### src/rtl/pattern_scan_ctrl_if.sv
// pattern_scan_ctrl_if
//   Bundles the configuration, word-input handshake and status signals of pattern_scan_ctrl.
//   master: the word source / configurator (drives cfg_* and in_*, observes status).
//   slave : the pattern_scan_ctrl block itself.
// Signals
//   cfg_we, cfg_pattern[PAT_MAX], cfg_len[$clog2(PAT_MAX+1)], cfg_overlap   configuration write
//   in_valid, in_data[WORD_W], in_last, in_ready                            word handshake
//   match_pulse, match_count[CNT_W], overflow, busy, done                  status
interface pattern_scan_ctrl_if #(
    parameter int unsigned WORD_W  = 8,
    parameter int unsigned PAT_MAX = 8,
    parameter int unsigned CNT_W   = 8
);
    localparam int unsigned LEN_W = $clog2(PAT_MAX + 1);

    logic               cfg_we;
    logic [PAT_MAX-1:0] cfg_pattern;
    logic [LEN_W-1:0]   cfg_len;
    logic               cfg_overlap;

    logic               in_valid;
    logic [WORD_W-1:0]  in_data;
    logic               in_last;
    logic               in_ready;

    logic               match_pulse;
    logic [CNT_W-1:0]   match_count;
    logic               overflow;
    logic               busy;
    logic               done;

    modport master (
        output cfg_we, cfg_pattern, cfg_len, cfg_overlap,
        output in_valid, in_data, in_last,
        input  in_ready,
        input  match_pulse, match_count, overflow, busy, done
    );

    modport slave (
        input  cfg_we, cfg_pattern, cfg_len, cfg_overlap,
        input  in_valid, in_data, in_last,
        output in_ready,
        output match_pulse, match_count, overflow, busy, done
    );
endinterface

### src/rtl/pattern_scan_ctrl.sv
// pattern_scan_ctrl
//   Accepts parallel words over a valid/ready handshake and shifts them MSB-first through a
//   programmable serial pattern detector. Counts matches per frame (saturating, with sticky
//   overflow) and pulses done at the end of a frame (word flagged in_last).
// Ports
//   clk  rising-edge clock
//   rst  synchronous, active-low reset
//   bus  pattern_scan_ctrl_if.slave: cfg_* config write, in_* word handshake, status outputs
module pattern_scan_ctrl #(
    parameter int unsigned WORD_W  = 8,
    parameter int unsigned PAT_MAX = 8,
    parameter int unsigned CNT_W   = 8
) (
    input  logic                  clk,
    input  logic                  rst,
    pattern_scan_ctrl_if.slave    bus
);
    localparam int unsigned LEN_W = $clog2(PAT_MAX + 1);
    localparam int unsigned BIT_W = (WORD_W > 1) ? $clog2(WORD_W) : 1;

    localparam logic [CNT_W-1:0]   CNT_MAX     = '1;
    localparam logic [LEN_W-1:0]   FILL_MAX    = LEN_W'(PAT_MAX);
    localparam logic [BIT_W-1:0]   LAST_BIT    = BIT_W'(WORD_W - 1);
    localparam logic [PAT_MAX-1:0] DEF_PATTERN = PAT_MAX'(4'b1011);
    localparam logic [LEN_W-1:0]   DEF_LEN     = LEN_W'(4);

    typedef enum logic [1:0] {StIdle, StShift, StDone} state_t;

    state_t             state_q, state_d;
    logic [WORD_W-1:0]  word_q, word_d;
    logic [BIT_W-1:0]   bit_cnt_q, bit_cnt_d;
    logic               last_q, last_d;
    logic [PAT_MAX-1:0] hist_q, hist_d;
    logic [LEN_W-1:0]   fill_q, fill_d;
    logic               pulse_q, pulse_d;
    logic [CNT_W-1:0]   count_q, count_d;
    logic               ovf_q, ovf_d;
    logic               busy_q, busy_d;
    logic [PAT_MAX-1:0] pat_q, pat_d;
    logic [LEN_W-1:0]   len_q, len_d;
    logic               ovl_q, ovl_d;

    logic               accept;
    logic [PAT_MAX-1:0] len_mask;
    logic [PAT_MAX-1:0] hist_shift;
    logic [LEN_W-1:0]   fill_inc;
    logic               hit;

    assign bus.in_ready    = rst && (state_q == StIdle);
    assign accept          = bus.in_valid && bus.in_ready;
    assign bus.match_pulse = pulse_q;
    assign bus.match_count = count_q;
    assign bus.overflow    = ovf_q;
    assign bus.busy        = busy_q;
    assign bus.done        = (state_q == StDone);

    // Match check sees the history with the bit being shifted this cycle already included.
    always_comb begin
        for (int i = 0; i < int'(PAT_MAX); i++) begin
            len_mask[i] = (i < int'(len_q));
        end
        hist_shift = (hist_q << 1) | PAT_MAX'(word_q[WORD_W-1]);
        fill_inc   = (fill_q == FILL_MAX) ? fill_q : fill_q + 1'b1;
        hit        = (fill_inc >= len_q) && ((hist_shift & len_mask) == (pat_q & len_mask));
    end

    always_comb begin
        state_d   = state_q;
        word_d    = word_q;
        bit_cnt_d = bit_cnt_q;
        last_d    = last_q;
        hist_d    = hist_q;
        fill_d    = fill_q;
        pulse_d   = 1'b0;
        count_d   = count_q;
        ovf_d     = ovf_q;
        busy_d    = busy_q;
        pat_d     = pat_q;
        len_d     = len_q;
        ovl_d     = ovl_q;

        unique case (state_q)
            StIdle: begin
                if (accept) begin
                    word_d    = bus.in_data;
                    last_d    = bus.in_last;
                    bit_cnt_d = '0;
                    state_d   = StShift;
                    if (!busy_q) begin
                        count_d = '0;
                        ovf_d   = 1'b0;
                        busy_d  = 1'b1;
                    end
                end
            end
            StShift: begin
                word_d    = word_q << 1;
                bit_cnt_d = bit_cnt_q + 1'b1;
                hist_d    = hist_shift;
                fill_d    = fill_inc;
                if (hit) begin
                    pulse_d = 1'b1;
                    // Non-overlapping mode: forget the consumed bits.
                    if (!ovl_q) begin
                        fill_d = '0;
                    end
                    if (count_q == CNT_MAX) begin
                        ovf_d = 1'b1;
                    end else begin
                        count_d = count_q + 1'b1;
                    end
                end
                if (bit_cnt_q == LAST_BIT) begin
                    bit_cnt_d = '0;
                    if (last_q) begin
                        state_d = StDone;
                        hist_d  = '0;
                        fill_d  = '0;
                    end else begin
                        state_d = StIdle;
                    end
                end
            end
            StDone: begin
                state_d = StIdle;
                busy_d  = 1'b0;
            end
            default: state_d = StIdle;
        endcase

        // Configuration is only writable between frames.
        if (bus.cfg_we && (state_q == StIdle) && !busy_q) begin
            pat_d = bus.cfg_pattern;
            ovl_d = bus.cfg_overlap;
            if (bus.cfg_len == '0) begin
                len_d = LEN_W'(1);
            end else if (bus.cfg_len > FILL_MAX) begin
                len_d = FILL_MAX;
            end else begin
                len_d = bus.cfg_len;
            end
        end
    end

    always_ff @(posedge clk) begin
        if (!rst) begin
            state_q   <= StIdle;
            word_q    <= '0;
            bit_cnt_q <= '0;
            last_q    <= 1'b0;
            hist_q    <= '0;
            fill_q    <= '0;
            pulse_q   <= 1'b0;
            count_q   <= '0;
            ovf_q     <= 1'b0;
            busy_q    <= 1'b0;
            pat_q     <= DEF_PATTERN;
            len_q     <= DEF_LEN;
            ovl_q     <= 1'b0;
        end else begin
            state_q   <= state_d;
            word_q    <= word_d;
            bit_cnt_q <= bit_cnt_d;
            last_q    <= last_d;
            hist_q    <= hist_d;
            fill_q    <= fill_d;
            pulse_q   <= pulse_d;
            count_q   <= count_d;
            ovf_q     <= ovf_d;
            busy_q    <= busy_d;
            pat_q     <= pat_d;
            len_q     <= len_d;
            ovl_q     <= ovl_d;
        end
    end
endmodule

### src/flat_wrapper.sv
// flat-port wrapper written by rule: the top's interface ports become plain ports
module pattern_scan_ctrl_flat 
#(
    parameter int unsigned WORD_W  = 8,
    parameter int unsigned PAT_MAX = 8,
    parameter int unsigned CNT_W   = 8
)
  (clk, rst, bus_cfg_we, bus_cfg_pattern, bus_cfg_len, bus_cfg_overlap, bus_in_valid, bus_in_data, bus_in_last, bus_in_ready, bus_match_pulse, bus_match_count, bus_overflow, bus_busy, bus_done);
  pattern_scan_ctrl_if #(.WORD_W(WORD_W), .PAT_MAX(PAT_MAX), .CNT_W(CNT_W)) bus_i ();
  input  logic clk;
  input  logic rst;
  input wire logic [$bits(bus_i.cfg_we)-1:0] bus_cfg_we;
  input wire logic [$bits(bus_i.cfg_pattern)-1:0] bus_cfg_pattern;
  input wire logic [$bits(bus_i.cfg_len)-1:0] bus_cfg_len;
  input wire logic [$bits(bus_i.cfg_overlap)-1:0] bus_cfg_overlap;
  input wire logic [$bits(bus_i.in_valid)-1:0] bus_in_valid;
  input wire logic [$bits(bus_i.in_data)-1:0] bus_in_data;
  input wire logic [$bits(bus_i.in_last)-1:0] bus_in_last;
  output wire logic [$bits(bus_i.in_ready)-1:0] bus_in_ready;
  output wire logic [$bits(bus_i.match_pulse)-1:0] bus_match_pulse;
  output wire logic [$bits(bus_i.match_count)-1:0] bus_match_count;
  output wire logic [$bits(bus_i.overflow)-1:0] bus_overflow;
  output wire logic [$bits(bus_i.busy)-1:0] bus_busy;
  output wire logic [$bits(bus_i.done)-1:0] bus_done;
  assign bus_i.cfg_we = bus_cfg_we;
  assign bus_i.cfg_pattern = bus_cfg_pattern;
  assign bus_i.cfg_len = bus_cfg_len;
  assign bus_i.cfg_overlap = bus_cfg_overlap;
  assign bus_i.in_valid = bus_in_valid;
  assign bus_i.in_data = bus_in_data;
  assign bus_i.in_last = bus_in_last;
  assign bus_in_ready = bus_i.in_ready;
  assign bus_match_pulse = bus_i.match_pulse;
  assign bus_match_count = bus_i.match_count;
  assign bus_overflow = bus_i.overflow;
  assign bus_busy = bus_i.busy;
  assign bus_done = bus_i.done;
  pattern_scan_ctrl #(.WORD_W(WORD_W), .PAT_MAX(PAT_MAX), .CNT_W(CNT_W)) u_core (.clk(clk), .rst(rst), .bus(bus_i));
endmodule
### config.mk
export PLATFORM = sky130hd
export DESIGN_NAME = pattern_scan_ctrl_flat
export DESIGN_NICKNAME = d
export VERILOG_FILES = /design/src/rtl/pattern_scan_ctrl_if.sv /design/src/rtl/pattern_scan_ctrl.sv /design/src/flat_wrapper.sv
export SDC_FILE = /design/constraint.sdc
export NUM_CORES = 1
export LEC_CHECK = 0
export ABC_AREA = 1
export CORE_MARGIN = 4
export CORE_UTILIZATION = 40
export CTS_BUF_LIST = sky130_fd_sc_hd__clkbuf_4 sky130_fd_sc_hd__clkbuf_8 sky130_fd_sc_hd__clkbuf_16
export DETAILED_ROUTE_END_ITERATION = 7
export HOLD_SLACK_MARGIN = 0.06
export PLACE_DENSITY = 0.66
export RECOVER_POWER = 100
export SETUP_SLACK_MARGIN = 0.1
export SKIP_LAST_GASP = 1
export SLEW_MARGIN = 20
export SYNTH_ARGS = -nofsm -noshare
export SYNTH_HDL_FRONTEND = slang
export SYNTH_SLANG_ARGS = --single-unit
### constraint.sdc
create_clock -name clk -period 2.04 [get_ports clk]
set_input_delay 0.408 -clock clk [delete_from_list [all_inputs] [get_ports clk]]
set_output_delay 0.408 -clock clk [all_outputs]
set_load 0.005 [all_outputs]
After elaboration in Yosys (flattened, before gate mapping). Index checks and enable logic that the tools add are counted.

Register bits: 49. Input bits: 26. Output and inout bits: 13. Logic and storage cells: 89.

Add/sub/neg operators: 3. $lt $le $gt $ge: 10. Eq/ne operators: 12. Multiplexer cells: 31. Bitwise operators: 3. Reductions and logical operators: 17.

Operator list (count): $mux 8 (5); $pmux 8 s2 (2); $mux 4 (7); $and 8x8->8 (2); $lt 3x4->1 const A (4); $mux 7 (2); $reduce_and 2->1 (5); $reduce_and 5->1 (2); $add 8x1->8 const B (1); $eq 8x8->1 (1); $eq 8x8->1 const B (1); $lt 1x4->1 const A (2); $lt 2x4->1 const A (2); $ne 2x1->1 const B (4); $or 8x1->8 (1); $mux 1 (6); $mux 2 (3); $mux 3 (2); $pmux 3 s2 (1); $logic_and 1x1->1 (5); $add 4x1->4 const B (1); $eq 4x4->1 const B (1); $ge 4x4->1 (1); $gt 4x4->1 const B (1); other kinds (11) (14).

Depth between registers and ports, before layout.
Depth after elaboration: 7. Depth in mapped cells: 14. Gate-level depth less buffers: 14.

Worst setup path before layout. No wires, ideal clock.

Path kind: reg-to-reg. Start point: register u_core.fill_q[0]. End point: register u_core.count_q[2] (netlist: u_core.bus.match_count[2]). Setup time: 0.132 ns. Arrival: 1.745 ns. Data required time: 1.908 ns. Slack: 0.162 ns. Cell stages (with the launch flop): 13. Buffers on the path: 0. Clock period less this slack: 1.878 ns. Path through: dfxtp_1 inv_1 ha_1 ha_1 inv_1 o21bai_1 nand3_1 nand3_1 nand3_2 nand2_4 nand3_4 nand2_1 a21oi_1.

Cells in the longest elaborated chain, start to end: 6. Elaborated cells on any way between the ends: 7. Those cells by class: add/sub (1); order compare (1); eq/ne (2); mux (1); reduce/logical (2).

RTL lines: start: declaration (line pattern_scan_ctrl.sv:34) `logic [LEN_W-1:0] fill_q, fill_d;`; start signal: assignment (line pattern_scan_ctrl.sv:166) `fill_q <= fill_d;`; $add 4x1->4 / $eq 4x4->1 (equally long branches) (line pattern_scan_ctrl.sv:63) `fill_inc = (fill_q == FILL_MAX) ? fill_q : fill_q + 1'b1;`; $mux 4 * (line pattern_scan_ctrl.sv:63); $ge 4x4->1 * (line pattern_scan_ctrl.sv:64) `hit = (fill_inc >= len_q) && ((hist_shift & len_mask) == (pat_q & len_mask));`; $logic_and 1x1->1 * (line pattern_scan_ctrl.sv:64); $ne 2x1->1 (no source line) *; $reduce_and 5->1 (no source line) *; end signal: assignment (line pattern_scan_ctrl.sv:168) `count_q <= count_d;`; end: declaration (line pattern_scan_ctrl.sv:36) `logic [CNT_W-1:0] count_q, count_d;`.

Every way passes the cells marked *; elsewhere a longest branch is shown, timed or not. A chain may end at the register's enable or synchronous reset.

Worst setup path in the final report.
Start point: register u_core.fill_q[0]. End point: register u_core.count_q[6] (netlist: u_core.bus.match_count[6]).

Same word-level chain as after synthesis.

==> flow_summary.json <==
{
  "grt_pass1_vias": 2218,
  "cp_common_cell": "nand3_4",
  "synth_area_sq_um": 2405,
  "yosys.area.top_type": "dfxtp_1",
  "place_inst": 437,
  "min_delay_path_depth": 2,
  "dpl.hpwl_um": 4137,
  "worstSetupPathType": "flip-flop to flip-flop",
  "ir_worst_vdd_mv": 0.3140,
  "grt_overflow": 0,
  "grtUsageMet3": 0.03650,
  "syn_nets": 361,
  "finalHoldViolCount": 0,
  "worstPathCellList": "inv_4 > ha_4 > nand3_4 > xor2_4 > ha_4 > o21bai_1 > nand3_1 > nand3_2 > nand3_4 > nand2_8 > nand3_4 > nand2_2 > a21oi_1",
  "die-area_sq_um": 7316,
  "wirelength_um": 6148,
  "reg2regPathDepth": 13,
  "max_freq_mhz": 494.0,
  "p_per_area_nw_per_um2": 657.0,
  "clkPwrFrac": 0.267,
  "cts.sinks": 49,
  "tritoncts": "yes",
  "ys_seq_area_frac": 0.4079,
  "cp_num_buf_inv": 1,
  "timing.rr.start": "u_core.fill_q[0]",
  "synthToLayoutAreaGrowth_pct": 35.28,
  "layoutNonFillerInstCount": 452,
  "drc": 0,
  "met1_usage": 0.2305,
  "io_pins": 39,
  "vias": 2270,
  "synth_ff_type": "dfxtp_1",
  "cts_buffers": 5,
  "worstSkewPairLatency_ps": 310,
  "rrSetupSlack_ps": 20,
  "synthCells": 326,
  "synth_area_leaders": "dfxtp_1 41%, nand2_1 12%, inv_1 5.9%",
  "drv_cap": 0,
  "crit_arrival_ps": 2220,
  "use_met2": 0.2733,
  "internal_power_w": 0.001471,
  "synth.most_common_cell": "nand2_1",
  "gp_congestion": 0.8332,
  "worstSetupEndpointType": "flip-flop",
  "p_sw_frac": 0.3117,
  "min_to": "u_core.pat_q[2]",
  "setup_viol": 0,
  "required_ps": 2230,
  "yosys-top-cells-count": "80 x nand2_1, 49 x dfxtp_1, 38 x inv_1",
  "start_kind": "flip-flop",
  "drv_slew": 0,
  "reg2reg_to": "u_core.bus.match_count[6]",
  "core_sq_um": 5675,
  "yosys_warnings": 0,
  "synth_top_area_share": 0.4079,
  "cts-root-buf": "clkbuf_8",
  "fin_skew_ps": 13.53,
  "synth_cell_types": 33,
  "diodes": 0,
  "p_leak_nw": 1.270,
  "finalSetupTns_ps": 0,
  "die_width_um": 85.54,
  "grt.total_usage": 0.1733,
  "fin_crit_sh": 0.9923,
  "relSlewSlack": 0.5875,
  "drt_iter0_drc": 137,
  "path_clk_slew_ps": 100,
  "synth_edf_count": 0,
  "port_buffers": 38,
  "wl_per_cell_um": 13.60,
  "start_util": 0.4237,
  "first_pass_iters": 4,
  "worst_pin_slew_ps": 618.8,
  "seqPwrFrac": 0.499,
  "antenna_found_initial": 0,
  "crit_slowest_cell": "dfxtp_4",
  "critPathMaxFanout": 6,
  "rsz0062_at_grt": "yes",
  "ant_nets": 0,
  "power_w": 0.002137,
  "grt_first_pass_wirelength_um": 10140,
  "hp-start": "u_core.pat_q[2]",
  "p_sw_w": 0.0006662,
  "min_path_type": "flip-flop to flip-flop",
  "cts_buffer_depth": 2,
  "ys_async_sr_fraction": 0,
  "cp_slowest_stage_delay_ps": 370,
  "layout.nets": 414,
  "grt_max_degree": 23,
  "layout_min_cycle_time_ps": 2024,
  "drive_gt1_frac": 0.1789,
  "avgSynthCellArea_sq_um": 7.377,
  "status": "complete, no violations",
  "ys_ff_latch": 49,
  "die_h_um": 85.54,
  "cts.htree.levels": 2,
  "pwr-share-comb": 0.234,
  "rows": 27,
  "crit_family": "simple AND/OR/NAND/NOR gates",
  "top_usage_layer": "met2",
  "fin_util": 0.5732,
  "avgViaCountPerCell": 5.022
}
==> worst reg2reg max path, delay by kind of cell, from the launching register on <==
kind	cells	cell delay, ps
AOI/OAI and AO/OA	2	190
xor gates and xnor gates	1	190
adders and majority gates	2	310
buffers and inverters	1	70
DFF	1	370
and+or+nand+nor	7	780
==> registers in the layout, summed over array words and instances, names as in the netlist <==
register,count
u_core.state_q,2
u_core.hist_q,7
u_core.word_q,8
u_core.len_q,4
u_core.last_q,1
u_core.pat_q,8
u_core.fill_q,4
u_core.bus.match_count,8
u_core.bus.overflow,1
u_core.bus.busy,1
u_core.ovl_q,1
u_core.bit_cnt_q,3
u_core.bus.match_pulse,1
==> power groups by stage <==
stage / clock network (W) / logic [W] / registers, W
floorplan: 0 / 0.000275 / 0.00107
global route: 0.000624 / 0.000561 / 0.00108
detailed placement: 0 / 0.000424 / 0.00109
global placement: 0 / 0.000413 / 0.00108
CTS: 0.000585 / 0.000462 / 0.00106
finish: 0.000570 / 0.000501 / 0.00107
==> how the worst max path moves through the flow <==
stage          slack [ps]                         to  cells past startpoint        startpoint
3_5_place_dp          -60  u_core.bus.match_count[0]                     13  u_core.fill_q[0]
2_1_floorplan         160  u_core.bus.match_count[2]                     12  u_core.fill_q[0]
6_report               20  u_core.bus.match_count[6]                     13  u_core.fill_q[0]
3_3_place_gp          -10               bus_in_ready                      4               rst
5_1_grt               -50           u_core.fill_q[1]                     12  u_core.fill_q[0]
4_1_cts                60  u_core.bus.match_count[7]                     12  u_core.fill_q[0]
==> kinds of logic after synthesis <==
kind of cell	Yosys count	synth area share
AOI/OAI and AO/OA	60	0.1420
xor gates and xnor gates	6	0.02185
adders and majority gates	9	0.04683
buffers and inverters	48	0.08065
DFF	49	0.4079
and+or+nand+nor	154	0.3007
==> placed cells by master (no fill, tap or decap), types with 5 or more instances in the layout <==
| cell | instances |
|---|---|
| ha_4 | 5 |
| nand3_1 | 16 |
| a21oi_1 | 16 |
| nand2_2 | 9 |
| inv_1 | 34 |
| inv_2 | 5 |
| nand4_1 | 10 |
| nand3_4 | 5 |
| clkbuf_8 | 5 |
| o22ai_1 | 6 |
| dfxtp_1 | 46 |
| nand2_1 | 76 |
| a31oi_1 | 7 |
| nor2_1 | 24 |
| buf_4 | 10 |
| o21ai_0 | 19 |
| clkdlybuf4s50_1 | 37 |
==> final cells by class <==
type | count | area, sq um
fill | 529 | 2422
multi-input combinational | 231 | 1441
sequential | 49 | 989.7
timing repair buffer | 51 | 489.2
inverter | 41 | 156.4
tap | 72 | 90.09
clock buffer | 5 | 68.82
clock inverter | 3 | 17.52
==> through the flow <==
step	setup slack, ps	area [sq um]	hold slack [ps]
after global routing	-54.72	3253	505.4
after detailed placement	-61.79	2908	459.7
after CTS	59.65	3103	474.7
after floorplan	162.4	2405	424.1
after global placement	-10.25	2908	454.9
final	15.75	3253	472.0
==> routing by layer <==
metal / vias up / share of wire / routed length [um]
li1: 1187 / - / -
met4: 0 / 0.020 / 122
met2: 54 / 0.46 / 2820
met1: 1018 / 0.48 / 2929
met3: 11 / 0.045 / 275
met5: - / 0 / 0
==> what timing repair did <==
action	CTS	global route
hold buffers	0	0
cloned	2	0
pin swaps	11	15
setup endpoints to repair	14	14
gates resized for setup	18	28
buffers inserted	3	2
(Power assumes the default switching activity.)
